===== config.mk =====
export PLATFORM = sky130hd
export DESIGN_NAME = axistream_upsize
export DESIGN_NICKNAME = d
export VERILOG_FILES = /design/src/rtl/axistream_upsize.sv
export SDC_FILE = /design/constraint.sdc
export NUM_CORES = 1
export LEC_CHECK = 0
export CAP_MARGIN = 20
export CORE_MARGIN = 2
export CORE_UTILIZATION = 45
export CTS_BUF_LIST = sky130_fd_sc_hd__clkbuf_16
export DETAILED_ROUTE_END_ITERATION = 12
export PLACE_DENSITY = 0.68
export SYNTH_ARGS = -nofsm -noshare
export SYNTH_HDL_FRONTEND = slang
export SYNTH_SLANG_ARGS = --single-unit

===== constraint.sdc =====
create_clock -name clk -period 2.97 [get_ports clk]
set_input_delay 0.594 -clock clk [delete_from_list [all_inputs] [get_ports clk]]
set_output_delay 0.594 -clock clk [all_outputs]
set_load 0.05 [all_outputs]

===== src/rtl/axistream_upsize.sv =====
// Narrow-to-wide AXI-Stream packer: RATIO narrow beats (or fewer on tlast) form one wide beat.
// Optional macro AXISTREAM_UPSIZE_ZERO_PAD_EN zeroes the unpopulated lanes of each wide word.
module axistream_upsize #(
   parameter int DATA_WIDTH = 8,
   parameter int RATIO      = 4,
   parameter int CNT_WIDTH  = 3
) (
   input  logic                        clk,
   input  logic                        rst,
   input  logic                        src_tvalid,
   output logic                        src_tready,
   input  logic [DATA_WIDTH-1:0]       src_tdata,
   input  logic                        src_tlast,
   output logic                        dest_tvalid,
   input  logic                        dest_tready,
   output logic [DATA_WIDTH*RATIO-1:0] dest_tdata,
   output logic                        dest_tlast,
   output logic [CNT_WIDTH-1:0]        dest_tcnt
);

   localparam int WIDE_W = DATA_WIDTH * RATIO;

   logic [CNT_WIDTH-1:0] lcnt;
   logic [WIDE_W-1:0]    asm_data;
   logic [WIDE_W-1:0]    merged;
   logic [WIDE_W-1:0]    out_data;
   logic                 out_last;
   logic [CNT_WIDTH-1:0] out_cnt;
   logic                 out_valid;
   logic                 acc;
   logic                 drn;
   logic                 completing;

   // The dest_tready -> src_tready path is combinational; the downstream timing-break stage absorbs it.
   assign src_tready  = !rst && (!out_valid || dest_tready);
   assign dest_tvalid = out_valid && !rst;
   assign acc         = src_tvalid && src_tready;
   assign drn         = dest_tvalid && dest_tready;
   assign completing  = (lcnt == CNT_WIDTH'(RATIO - 1)) || src_tlast;

   // Stage 0: merge the incoming narrow beat into its lane of the assembly word
   always_comb begin
      merged = asm_data;
      for (int i = 0; i < RATIO; i++) begin
         if (CNT_WIDTH'(i) == lcnt) begin
            merged[i*DATA_WIDTH +: DATA_WIDTH] = src_tdata;
         end
`ifdef AXISTREAM_UPSIZE_ZERO_PAD_EN
         else if (CNT_WIDTH'(i) > lcnt) begin
            merged[i*DATA_WIDTH +: DATA_WIDTH] = '0;
         end
`endif
      end
   end

   always_ff @(posedge clk) begin
      if (rst) begin
         lcnt <= '0;
      end else if (acc) begin
         lcnt <= completing ? '0 : lcnt + 1'b1;
      end
   end

   // Stage 1: output register, reloadable in the same cycle it drains
   always_ff @(posedge clk) begin
      if (rst) begin
         out_valid <= 1'b0;
         out_last  <= 1'b0;
         out_cnt   <= '0;
      end else if (acc && completing) begin
         out_valid <= 1'b1;
         out_last  <= src_tlast;
         out_cnt   <= lcnt + 1'b1;
      end else if (drn) begin
         out_valid <= 1'b0;
      end
   end

   always_ff @(posedge clk) begin
      if (acc) begin
         asm_data <= merged;
      end
      if (acc && completing) begin
         out_data <= merged;
      end
   end

   assign dest_tdata = out_data;
   assign dest_tlast = out_last;
   assign dest_tcnt  = out_cnt;

   lcnt_in_range: assert property (@(posedge clk) disable iff (rst) lcnt < CNT_WIDTH'(RATIO));
   cnt_nonzero:   assert property (@(posedge clk) disable iff (rst) dest_tvalid |-> (dest_tcnt != '0));

endmodule


After elaboration in Yosys (flattened, before gate mapping)
Index checks and enable logic that the tools add are counted.
{"block": "classes", "mux": 7, "addsub": 1, "n_reduce_logical": 11, "n_eq_ne": 4}
{"cell": "8-bit two-way mux", "count": 4}
{"cell": "2-bit by 3-bit equality test with 1-bit output, first input constant", "count": 2}
{"cell": "1-bit logical AND", "count": 5}
{"cell": "3-bit by 1-bit adder with 3-bit output, second input constant", "count": 1}
{"cell": "1-bit by 3-bit equality test with 1-bit output, first input constant", "count": 1}
{"cell": "3-bit by 2-bit equality test with 1-bit output, second input constant", "count": 1}
{"cell": "3-bit zero test", "count": 1}
{"cell": "3-bit two-way mux", "count": 1}
{"cell": "1-bit zero test", "count": 2}
{"cell": "1-bit logical OR", "count": 2}
{"cell": "1-bit two-way mux", "count": 2}
{"cell": "2-bit nonzero test", "count": 1}
{"block": "word_totals", "regBits": 72, "out_inout_bits": 38, "word_cells": 29}

Logic depth before layout (Yosys ltp)
Gate-level depths: netlist of the first run.
{"block": "logic_depth", "depth_word": 6, "mapped_depth": 6, "depth_no_buf": 5}

Worst setup path after synthesis of the first run
Ideal clock, no wire load.
{"block": "synth_path", "path_type": "input port to flip-flop", "from": "in rst", "to": "reg asm_data[0], enable pin", "arrival_time_ps": 2237, "stages": 2, "setup_time_ps": 424, "setup_slack_ps": 308, "path_cell_list": "nand2b_1 nor2_1"}
{"block": "synth_via", "elab_chain_cells": 3}
{"element": "start: declaration", "line": "9", "source": "input logic rst,"}
{"element": "1-bit zero test", "line": "35", "source": "assign src_tready = !rst && (!out_valid || dest_tready);"}
{"element": "1-bit logical AND", "line": "35"}
{"element": "1-bit logical AND", "line": "37", "source": "assign acc = src_tvalid && src_tready;"}
{"element": "net acc", "line": "30", "source": "logic acc;"}
{"element": "end signal: assignment", "line": "81", "source": "asm_data <= merged;"}
{"element": "end: declaration", "line": "24", "source": "logic [WIDE_W-1:0] asm_data;"}
The timed path passes the listed nets, and every way through them passes these cells.
A chain may end at the register's enable or synchronous reset.

Worst setup path in the final report of the first run
{"block": "layout_path", "from": "in dest_tready", "to": "out src_tready"}
{"block": "layout_via", "elab_chain_cells": 2}
{"element": "start: declaration", "line": "15", "source": "input logic dest_tready,"}
{"element": "1-bit logical OR", "line": "35"}
{"element": "1-bit logical AND", "line": "35"}
{"element": "end: declaration", "line": "11", "source": "output logic src_tready,"}
No other way between the ends.

==> impl_summary.md, run 1 <==
GRT
The largest net degree at the start of global routing is 27. The number of global-route vias before repair is 1,468. Across every metal layer, demand over resource in global routing totals 0.1593. The remaining global-route overflow is 0.

The first-pass GRT wire length is between 7000 and 8000 um. The initial antenna violation count is 0.

Logic synthesis
The arithmetic-cell share of the synthesized area counting full adders, half adders and majority gates is 0.02296. A synthesized cell averages ~19 um^2. The share of synthesized area in the top cell type comes to 0.7052. Ranked by total cell area, the synthesized netlist is headed by sky130_fd_sc_hd__edfxtp_1, sky130_fd_sc_hd__mux2_2, sky130_fd_sc_hd__dfxtp_1, sky130_fd_sc_hd__ha_1, sky130_fd_sc_hd__nor2b_1. Yosys printed 0 warnings. The post-synth design cell area is between 2000 and 3000 um^2. The number of standard cells after synthesis is about 150. The number of different library cells used by synthesis comes to 23.

The compound-cell area share of the yosys netlist was 0.02984. By area, the combinational part of the netlist is dominated by multiplexers. The post-synthesis register bit count is just over 70. The number of nets in the synthesized netlist is 163. The share of cell area taken by muxes after synthesis is 0.1364.

sky130_fd_sc_hd__edfxtp_1 takes more of the synthesized area than any other cell. Of the synthesized area, sequential elements account for 0.7640. Of the total synthesized cell area, the portion taken by AND, OR, NAND and NOR gates is 0.03719. The share of the synthesized netlist area taken by xor and xnor gates is 0.

Layout
The number of nets at the end of the flow is 225. In the final layout, the share of cells above drive strength 1 is 0.2594. In the layout the commonest cells are sky130_fd_sc_hd__edfxtp_1, sky130_fd_sc_hd__clkdlybuf4s50_1, sky130_fd_sc_hd__mux2_2, sky130_fd_sc_hd__clkbuf_16, sky130_fd_sc_hd__dfxtp_1. Relative to the synthesized area, the layout overhead comes to 33.33%.

Leaving out fill and tap cells, the most frequent cell in the layout is sky130_fd_sc_hd__edfxtp_1. The repair_antennas step left the layout with diodes totalling 0. The final standard cell count with taps included and fillers excluded is between 200 and 300.

Power and ir drop
The clock share of power is 0.426. The power density of the placed cells is about 650 nW/um^2. The internal portion of the total power is around 1.9 mW.

The static leakage is ~1.2 nW. The highest ir drop seen on vdd is 0.3289 mV. Summed over all nets, the switching power comes to about 0.50 mW.

Of the total power, registers draw 0.490. The combinational cell fraction of total power is 0.084. The switching portion of total power is 0.2127.

Detailed routing
Before antenna repair, the detailed router went through 5 iterations. The detailed-route DRC error count is 0. The routed design has between 4000 and 5000 um of wire.

The total via count after detailed routing is between 1,000 and 1,500. In this run the remaining antenna-violating nets after routing total 0. The via density per instance is about 5.2. The average routed wire per standard cell is about 17 um. The number of design-rule violations left by the first detailed-router iteration is between 70 and 80.

Die
Measured along the y axis, the die boundary spans ~80 um. The initial utilization of the core area, before any placement, comes to 0.4630. The overall die area is ~6700 um^2.

The I/O pin count is roughly 50. The area of the core region is between 5000 and 6000 um^2. The floorplan row count is 28. The x dimension of the die is 81.82 um.

Hold path
The worst hold path begins at dest_tlast. The worst hold path endpoint is dest_tlast. The type of the worst min-delay path is reg2reg. Along the worst hold path, the cell count comes to 1.

STA
The final total negative setup slack is 0 ns. The clock arrives with 0.007229 ns of skew. Setup repair after global routing left no endpoint under its margin. The worst path in the final design needs a cycle of between 2 and 2.5 ns, including I/O delays and setup. Setup violations remaining at the end of the flow were counted as 0. The max-slew violation count is 0. The ratio of final minimum period to clock period is 0.8192. The worst hold slack across all endpoints is 0.5214 ns.

Static timing analysis puts the maximum clock frequency at around 0.41 GHz. The number of hold violations in the final report came to 0. Measured against its own limit, the worst slew margin works out to 0.5652. At the pin with the least slew margin, the transition time is between 0.6 and 0.7 ns.

Worst setup path
The worst register-to-register path ends at dest_tcnt[1]. The delay contributed by the slowest stage of the critical path is around 0.53 ns. The critical path data required time is 2.38 ns. The setup slack of the worst register-to-register path is about 0.73 ns. Traced cell by cell, the critical path runs through clkdlybuf4s50_1, nor2b_1, nor2_1, buf_4. The startpoint kind of the worst setup timing path is an input port. The kind of capture point of the worst setup path is an output pin.

The worst register-to-register path has a depth of 6. For this design, the slowest cell found on the critical path is sky130_fd_sc_hd__nor2b_1. The startpoint identified for the worst register-to-register timing path is lcnt[0]. The critical path startpoint is dest_tready.

The critical path start-end classification is in2out. The maximum fanout count along the critical path is 7. STA puts the critical path data arrival time at ~1.8 ns.

Clock tree
The clock root buffer is sky130_fd_sc_hd__clkbuf_16. The number of resized instances in the post-cts repair step is 0. The H-tree depth is 3. Buffers inserted during clock tree synthesis total 9. The clock-pin slew of the registers on the worst-case setup and hold paths is ~0.050 ns.

The count of clock tree sinks is ~70. The hold buffer count at cts is 0. The number of buffers inserted by post-CTS setup repair is 0.

TritonCTS built the clock tree. Counting along the longest clock path gives a buffer depth of 2. The clock latency on the worst-skew pair is between 0.3 and 0.4 ns.

Placement
The cell total after placement is around 270. The estimated wirelength of the detail-placed design is about 3200 um. The congestion estimate from routability-driven global placement came to between 0.8 and 0.9. The count of input and output buffers is 50.

Run status
The run finished with clean final reports.

Job
The max-capacitance violation count is 0.
## worst max-delay path: cells and delay by family
family	cells	cell delay (ns)
AND/OR/NAND/NOR	2	0.62
buffers and inverters	2	0.63
## metal layers
| layer | vias to the layer above | GRT usage | routed length, um |
|---|---|---|---|
| met5 | - | 0 | 0 |
| met4 | 0 | 0.06333 | 51 |
| met3 | 6 | 0.05824 | 313 |
| met2 | 57 | 0.2439 | 2331 |
| met1 | 739 | 0.2071 | 2164 |
| li1 | 695 | - | - |
## flip-flops by register name, indices dropped and copies added, names as in the netlist
name,flops
asm_data,32
dest_tdata,32
dest_tcnt,3
lcnt,3
dest_tlast,1
out_valid,1
## power by group through the flow
stage	Clock (mW)	Sequential [mW]	Combinational, mW
detailed placement	0	1.18	0.202
global route	1.07	1.17	0.213
finish	1.01	1.16	0.200
floorplan	0	1.24	0.0693
CTS	1.03	1.16	0.202
global placement	0	1.18	0.197
## cells in the mapped netlist
cell type and number:
sky130_fd_sc_hd__edfxtp_1 64, sky130_fd_sc_hd__nand3_1 1, sky130_fd_sc_hd__a31oi_1 2, sky130_fd_sc_hd__or2_0 1, sky130_fd_sc_hd__nor2b_1 4, sky130_fd_sc_hd__buf_4 1, sky130_fd_sc_hd__a31o_2 1, sky130_fd_sc_hd__inv_1 4
sky130_fd_sc_hd__a32o_1 1, sky130_fd_sc_hd__nand4_1 1, sky130_fd_sc_hd__ha_1 5, sky130_fd_sc_hd__dfxtp_1 8, sky130_fd_sc_hd__mux2_2 33, sky130_fd_sc_hd__clkbuf_1 1, sky130_fd_sc_hd__nand2_1 3, sky130_fd_sc_hd__a21oi_1 2
sky130_fd_sc_hd__nor2_1 3, sky130_fd_sc_hd__a211oi_1 3, sky130_fd_sc_hd__nand2b_1 2, sky130_fd_sc_hd__nor3_4 1, sky130_fd_sc_hd__o21a_1 1, sky130_fd_sc_hd__or4_1 1, sky130_fd_sc_hd__o21ai_0 2
## final cells by class
type,instances,area (um^2)
Fill cell,442,2252
Sequential cell,72,2082
Multi-Input combinational cell,67,624.3
Timing Repair Buffer,53,530.5
Clock buffer,9,225.2
Tap cell,75,93.84
Clock inverter,7,62.56
Inverter,4,15.01
## worst max path at each step
stage	to	slack [ns]	cells past startpoint
after floorplan	asm_data[0]	0.31	2
after global placement	src_tready	0.58	4
after detailed placement	dest_tcnt[1]	0.54	5
after CTS	src_tready	0.54	4
after global routing	src_tready	0.47	4
final	src_tready	0.54	4
## cell families (layout without fill, tap and decap cells)
logic type | after synthesis | after routing
and+or+nand+nor | 17 | 17
AOI/OAI and AO/OA | 12 | 12
muxes | 33 | 33
DFF | 72 | 72
adders and majority gates | 5 | 5
buffers and inverters | 6 | 73
## metrics by stage
step                total power [mW]    util  cell area, um^2  worst slack, ns
finish                         2.372  0.6173             3633           0.5369
global route                   2.449  0.6173             3633           0.4701
CTS                            2.393  0.6173             3633           0.5402
detailed placement             1.384  0.5685             3346           0.5355
global placement               1.378  0.5685             3346           0.5816
floorplan                      1.305       -             2725           0.3084
Note: power is estimated with default switching activity, not from simulation.
==> run 2, diff against run 1 <==
PLACE_DENSITY = 0.71   (was 0.68)
clock period = 2.1 ns   (was 2.97 ns; I/O delays follow)
==> impl_summary.md, run 2 (synthesis gave the netlist of run 1 again) <==
Worst setup path
The setup slack of the worst register-to-register path is roughly 0.35 ns. The master of the slowest instance on the critical path is sky130_fd_sc_hd__clkdlybuf4s50_1. The maximum fanout count along the critical path is 1. STA classifies the critical path endpoint as an output pin. The number of buffers and inverters on the critical path is 1.

On the worst path, the slowest cell contributes a delay of just over 0.8 ns. In this run the critical register-to-register path is captured at lcnt[2]. Counting cells, the worst reg-to-reg path comes to 5. The worst setup path is launched from a flop. Walking the worst path, the cells encountered are clkdlybuf4s50_1. The startpoint identified for the worst register-to-register timing path is lcnt[0]. At the worst endpoint, the required time is between 1.5 and 2 ns. The data arrival time of the worst path is approximately 1.5 ns.

The cell family contributing the most delay on the critical path is buffers and inverters. The critical path start-end classification is reg2out.

STA
The post-layout worst setup margin is 0.2122 ns. Between clock sinks in the finished design, the worst skew comes to ~0.0034 ns. The peak clock frequency supported by timing is approximately 0.53 GHz.

Measured against its own limit, the worst slew margin works out to 0.6599. For the pin with the worst max-slew slack, the measured transition is around 0.5 ns. The max-slew violation count is 0. The number of hold violations in the final report is 0. Setup violations remaining at the end of the flow were counted as 0. The final critical-path required period is approximately 1.9 ns.

Setup repair after global routing left no endpoint under its margin. The ratio of final minimum period to clock period is 0.8990.

Layout
The proportion of layout cells with a drive suffix above 1 is 0.2917. The fill cell instance count of the final layout is between 400 and 500. The most frequent standard cell in the layout excluding fill and tap cells is sky130_fd_sc_hd__edfxtp_1.

The number of nets at the end of the flow is 229. The number of diodes is 0. Once layout is done, the placed cells without fillers occupy ~3700 um^2. Relative to the synthesized area, the layout overhead comes to 35.95%. The library cells used most frequently in the layout, excluding fill and tap cells, are sky130_fd_sc_hd__edfxtp_1, sky130_fd_sc_hd__clkdlybuf4s50_1, sky130_fd_sc_hd__mux2_2, sky130_fd_sc_hd__clkbuf_16, sky130_fd_sc_hd__buf_4.

GRT
The met2 routing resource usage after global routing is 0.2390. The number of global-route vias before repair is approximately 1,400. The largest net degree at the start of global routing is 25.

The total overflow left after global routing is 0. The first-pass GRT wire length is approximately 7600 um. The met1 routing resource usage after global routing is 0.2136. In this run the most used layer during global routing was met2. The initial antenna violation count is 0.

Across every metal layer, demand over resource in global routing totals 0.1616. The fraction of met3 tracks used by global routing is 0.05055.

Clock tree
The hold buffer count at cts is 0. Clock latency on the worst-skew pair, taken at its later pin, is between 0.3 and 0.4 ns. In this run, CTS created clock tree buffers numbering 9. CTS saw 72 sinks. The number of resized instances in the post-cts repair step is 0. The maximum buffer depth of the clock tree is 2. The cell sitting at the root of the clock tree is a sky130_fd_sc_hd__clkbuf_16. TritonCTS built the clock tree. The H-tree depth is 3.

Clock-pin slew was measured on the worst setup and hold paths at approximately 0.050 ns. The number of buffers inserted by post-CTS setup repair is 0.

Detailed routing
After detailed routing, the total wire length is roughly 4900 um. The detailed-route DRC error count is 0. Before antenna repair, the detailed router went through 4 iterations. Using the TritonRoute via totals, the vias-per-cell ratio works out to a little over 5. Dividing the detail-routed wire length by the instance count gives 16.69 um.

For this block, the via count after detailed routing is roughly 1,500. The number of nets with antenna violations after routing is 0. For this block, the initial DRC count from the detailed router was 98.

Placement
The placed instances occupy a cell area of approximately 3400 um^2. Input and output buffers added on the ports amount to 50. The routability congestion estimate from global placement is ~0.9. Prior to clock tree synthesis, the placed netlist has a worst setup slack of 0.07238 ns. Detailed placement ended at an HPWL of ~3300 um.

Power and ir drop
The power density of the placed cells is roughly 900 nW/um^2. Across the VDD grid, the largest voltage drop is just under 0.5 mV. Summed over all cells, the static leakage comes to approximately 1.3 nW.

Job
The max-capacitance violation count is 0.

Hold path
The worst hold path belongs to the class reg2reg. The worst min-delay path startpoint is lcnt[2]. Along the worst hold path, the cell count comes to 2.

The worst hold path terminates at lcnt[2].

Die
Measured along the x axis, the die boundary spans 81.82 um. From bottom edge to top edge, the die measures just over 80 um. The floorplan step defined a die boundary enclosing 6695 um^2. After floorplanning, the core was sized to cover 5886 um^2. For this design the top-level I/O count stands at 51. The floorplan row count is 28.

For this configuration, the core starts out at a cell density of 0.4630.

Run status
The run finished with clean final reports.
==> run 2: cell types whose count changed in the layout (fill, tap and decap cells not counted), moves of 2 or more <==
cell	before	now
sky130_fd_sc_hd__ha_4	0	2
sky130_fd_sc_hd__ha_1	5	3
sky130_fd_sc_hd__dfxtp_2	0	2
sky130_fd_sc_hd__clkinvlp_4	2	0
sky130_fd_sc_hd__buf_4	4	7
sky130_fd_sc_hd__inv_1	4	6
sky130_fd_sc_hd__dfxtp_1	8	6
==> run 2: per-stage QoR <==
step	util	hold slack [ns]	power [mW]	setup TNS (ns)	instances
final	0.6295	0.4850	3.333	0	291
after global routing	0.6295	0.5386	3.462	0	291
after CTS	0.6290	0.4848	3.376	0	291
after detailed placement	0.5814	0.4681	1.967	0	275
after global placement	0.5814	0.4796	1.955	0	275
after floorplan	-	0.4496	1.848	-0.02945	145
==> run 2: worst max path at each step <==
stage                         from              to  slack (ns)  depth (start not counted)
floorplan                  lcnt[1]    dest_tcnt[1]       -0.03                          6
global placement       dest_tready      src_tready        0.14                          4
detailed placement      src_tvalid   dest_tdata[0]        0.07                          4
CTS                    dest_tready      src_tready        0.09                          4
global route        dest_tdata[27]  dest_tdata[27]        0.16                          1
finish              dest_tdata[21]  dest_tdata[21]        0.21                          1
==> run 2: final cells by class <==
class	instances	area, um^2	share of cell area
clock inverter	7	55.05	0.01486
multi-input combinational	67	658.1	0.1776
timing repair buffer	57	573.1	0.1547
tap	75	93.84	0.02533
sequential	72	2085	0.5626
clock buffer	9	225.2	0.06079
inverter	4	15.01	0.004053
==> run 2: routing by layer <==
layer,part of all wire,vias to the layer above
met5,0,-
met4,0.013,0
met3,0.051,5
met2,0.47,48
met1,0.47,721
li1,-,701
==> run 2: report_power, final <==
part / switching, mW / internal, mW / leakage, nW
Sequential: 0.0166 / 1.63 / 0.660
Combinational: 0.175 / 0.116 / 0.463
Clock: 0.501 / 0.896 / 0.147
Total: 0.692 / 2.64 / 1.27
